<file path="src/rtl/led_controller.sv">
// led_controller: per-channel LED drive = synchronized switch XOR a
// press-toggled invert flag. Buttons are synchronized, debounced and
// edge-detected so that each accepted press toggles its channel exactly once.
module led_controller #(
  parameter int unsigned N               = 6,
  parameter int unsigned DEBOUNCE_CYCLES = 4
) (
  input  logic         clk,
  input  logic         rst,
  input  logic [N-1:0] switches,
  input  logic [N-1:0] buttons,
  output logic [N-1:0] leds
);

  localparam int unsigned CW = (DEBOUNCE_CYCLES > 1) ? $clog2(DEBOUNCE_CYCLES) : 1;
  localparam logic [CW-1:0] CNT_LAST = CW'(DEBOUNCE_CYCLES - 1);

  logic [N-1:0]  sw_meta;
  logic [N-1:0]  sw_sync;
  logic [N-1:0]  btn_meta;
  logic [N-1:0]  btn_sync;
  logic [N-1:0]  deb;
  logic [N-1:0]  deb_d;
  logic [N-1:0]  inv;
  logic [CW-1:0] cnt [N];

  logic [N-1:0]  deb_nxt;
  logic [CW-1:0] cnt_nxt [N];
  logic [N-1:0]  press_c;

  // Two-flop synchronizers for both switch and button inputs
  always_ff @(posedge clk) begin
    if (rst) begin
      sw_meta  <= '0;
      sw_sync  <= '0;
      btn_meta <= '0;
      btn_sync <= '0;
    end else begin
      sw_meta  <= switches;
      sw_sync  <= sw_meta;
      btn_meta <= buttons;
      btn_sync <= btn_meta;
    end
  end

  // Debounce next-state: a level must differ for DEBOUNCE_CYCLES straight cycles
  always_comb begin
    deb_nxt = deb;
    for (int i = 0; i < N; i++) begin
      cnt_nxt[i] = '0;
      if (btn_sync[i] != deb[i]) begin
        if (cnt[i] == CNT_LAST) begin
          deb_nxt[i] = btn_sync[i];
        end else begin
          cnt_nxt[i] = cnt[i] + CW'(1);
        end
      end
    end
  end

  // Rising edge of the debounced level is a press; releases are ignored
  assign press_c = deb & ~deb_d;

  // Debounce state, edge-detect delay, invert flags and registered LED drive
  always_ff @(posedge clk) begin
    if (rst) begin
      deb   <= '0;
      deb_d <= '0;
      inv   <= '0;
      leds  <= '0;
      for (int i = 0; i < N; i++) begin
        cnt[i] <= '0;
      end
    end else begin
      deb   <= deb_nxt;
      deb_d <= deb;
      inv   <= inv ^ press_c;
      leds  <= sw_sync ^ inv;
      for (int i = 0; i < N; i++) begin
        cnt[i] <= cnt_nxt[i];
      end
    end
  end

endmodule

</file>
<file path="config.mk">
export PLATFORM = sky130hd
export DESIGN_NAME = led_controller
export DESIGN_NICKNAME = d
export VERILOG_FILES = /design/src/rtl/led_controller.sv
export SDC_FILE = /design/constraint.sdc
export NUM_CORES = 1
export LEC_CHECK = 0
export CORE_MARGIN = 5
export CORE_UTILIZATION = 47
export CTS_BUF_LIST = sky130_fd_sc_hd__clkbuf_4 sky130_fd_sc_hd__clkbuf_8 sky130_fd_sc_hd__clkbuf_16
export CTS_CLUSTER_SIZE = 28
export DETAILED_ROUTE_END_ITERATION = 16
export GPL_ROUTABILITY_DRIVEN = 0
export PLACE_DENSITY = 0.67
export SLEW_MARGIN = 20
export SYNTH_ARGS = -nofsm -noshare
export SYNTH_HDL_FRONTEND = slang
export SYNTH_SLANG_ARGS = --single-unit
</file>
<file path="constraint.sdc">
create_clock -name clk -period 0.87 [get_ports clk]
set_input_delay 0.174 -clock clk [delete_from_list [all_inputs] [get_ports clk]]
set_output_delay 0.174 -clock clk [all_outputs]
set_load 0.05 [all_outputs]
</file>
==> impl_metrics.py <==
metrics = {
    "status": {
        "status": "complete, but fails checks",
        "failed_checks": "negative setup slack",
    },
    "worst_setup_path": {
        "timing.critical_path.slowest_cell_delay_ns": 0.36,
        "critPathRequiredTime_ns": 0.70,
        "path_class": "flip-flop to output port",
        "worst_ep_arrival_time_ns": 0.82,
        "endpoint_kind": "output port",
        "critical_path_peak_fanout": 1,
        "cp_cell_sequence": "buf_12",
        "cpLargestDelayFamily": "flip-flops",
        "cp_slowest_cell": "sky130_fd_sc_hd__dfxtp_2",
        "setup.worst_path.start_class": "flip-flop",
        "cp.buffers_inverters": 1,
    },
    "layout": {
        "final_nets": 237,
        "final_cell_mix": "36 x sky130_fd_sc_hd__nor2b_1, 36 x sky130_fd_sc_hd__dfxtp_1, 24 x sky130_fd_sc_hd__dfxtp_2",
        "synthesis_to_finish_area_growth_pct": 46.9,
        "share_of_layout_cells_above_drive_strength_1_pct": 48.2,
        "postLayoutCoreUtil_pct": 70.0,
        "finalInstanceArea_um2": 3000,
        "diodes": 0,
    },
    "detailed_routing": {
        "drt.antenna.violating_nets": 0,
        "routed_wirelength_um": 3770,
        "routed_via_density": 4.71,
        "drc_errors": 0,
        "via_count_of_the_routed_design": 1291,
        "drt-initial-drc-count": 26,
        "wire_per_inst_um": 13.8,
        "drt_first_pass_iters": 4,
    },
    "cts": {
        "clock_sinks": 60,
        "cts-hold-fix-buffers": 0,
        "cts_max_path_bufs": 2,
        "htree_num_levels": 3,
        "clock_tree.root_cell": "sky130_fd_sc_hd__clkbuf_8",
        "tritoncts_clock_tree": "yes",
        "worst_skew_pair.late_latency_ns": 0.33,
        "numCtsBuffers": 9,
        "clkTransAtPathRegs_ns": 0.06,
    },
    "power_and_ir_drop": {
        "power_leakage_uw": 0.00112,
        "power.total_uw": 5540,
        "power.density_nw_per_um2": 1840,
        "ir_drop_mv": 1.58,
    },
    "sta": {
        "final.min_clock_period_ns": 0.996,
        "finalCritPeriodShare_pct": 115,
        "max_freq_mhz": 1000,
        "slew_violations": 0,
        "worst_slew_pin_slew_ns": 0.423,
        "rsz0062_at_grt": "yes",
        "timing.final.setup_violations": 18,
        "final_critical_path_setup_slack_ns": -0.126,
        "hold_viol": 0,
        "slew_headroom_pct": 71.8,
        "final.setup_skew_ns": 0.00440,
        "final.setup.tns_ns": -0.928,
    },
    "global_routing": {
        "overflow": 0,
        "grt_max_degree": 25,
        "grt_usage_pct": 14.4,
        "global_route_wire_length_before_repair_um": 6450,
        "antenna_found_initial": 0,
        "grt_pass1_vias": 1461,
    },
    "synth": {
        "synth_area_um2": 2050,
        "synthesis.nets": 189,
        "synth.area.top_cells": "sky130_fd_sc_hd__dfxtp_1 59%, sky130_fd_sc_hd__nor2b_1 13%, sky130_fd_sc_hd__xnor2_1 5.1%",
        "ys_warn_count": 0,
        "yosys_register_bits": 60,
        "synthDominantAreaCellType": "sky130_fd_sc_hd__dfxtp_1",
        "number_of_standard_cells_after_synthesis": 169,
        "postSynthAreaPerCell_um2": 12.1,
        "synth_top_area_share_pct": 58.7,
        "yosysUniqueCellTypes": 12,
        "yosysSeqAreaShare_pct": 58.7,
    },
    "job": {
        "maxCapViolCount": 0,
    },
    "min_path": {
        "worstHoldPathType": "primary input to flip-flop",
    },
    "place": {
        "port-buffer-count": 19,
        "detailed_place_hpwl_um": 2210,
        "placement.cell_area_um2": 2480,
        "detailedPlace.worstSlack_ns": -0.170,
    },
    "die": {
        "initial_core_util_pct": 47.6,
        "die_h_um": 76.0,
        "area_of_the_core_um2": 4290,
        "die-area_um2": 5770,
        "boundaryPins": 20,
        "die_width_um": 76.0,
        "num_rows": 24,
    },
}
==> path summary, 6_finish.rpt <==
path / startpoint / to / slack, ns / depth (start not counted)
worst max-delay path: leds[5] / leds[5] / -0.13 / 1
worst min-delay path: rst / leds[1] / 0.26 / 2
worst min register to register: btn_meta[2] / btn_sync[2] / 0.44 / 1
worst max register to register: deb[2] / cnt[2][1] / -0.04 / 3
==> Yosys cell counts (all sizes together) <==
library cell	instances
mux2	6
buf	7
ha	6
dfxtp	60
mux2i	6
nor2b	42
nor2	18
xnor2	12
nor4	6
nor4b	6
==> stage by stage <==
step,hold slack [ns],std cells
final,0.256,274
after detailed placement,0.426,252
after global routing,0.300,274
after floorplan,0.302,169
after CTS,0.247,272
after global placement,0.418,252
==> power breakdown <==
group / internal (uW) / switching, uW / leakage [uW]
clock: 1360 / 1010 / 0.000104
combinational: 181 / 128 / 0.000517
sequential: 2820 / 42.7 / 0.000501
total: 4360 / 1180 / 0.00112
==> registers in the layout, summed over array words and instances, names as in the netlist <==
signal and flops:
sw_sync 6, deb 6, deb_d 6, leds 6
btn_sync 6, sw_meta 6, btn_meta 6, inv 6
cnt 12
==> per-layer routing <==
layer	routed length, um	GRT usage [%]
met2	2110	26.3
met5	0	0
met4	94	9.43
met3	121	3.90
met1	1440	13.8
==> cell families after synthesis <==
logic type,Yosys count,synth area share [%]
AND/OR/NAND/NOR,72,23.9
flip-flops,60,58.7
XOR/XNOR,12,5.14
multiplexers,12,6.24
buffers and inverters,7,2.32
adder cells (fa/ha/maj),6,3.67
==> final cells by class <==
class | count | area, um2
Clock inverter | 1 | 5.00
Fill cell | 286 | 1290
Timing Repair Buffer | 44 | 467
Sequential cell | 60 | 1230
Tap cell | 52 | 65.1
Multi-Input combinational cell | 102 | 1050
Clock buffer | 15 | 188
==> timing repair <==
item                                    in CTS  in global routing
gates cloned                                 0                  0
setup buffers                                4                  2
resized for setup                           52                  7
pin swaps                                   10                  9
hold endpoints to repair                     0                  0
endpoints found under the setup margin      28                 26
Power figures use the tool's default switching activity.
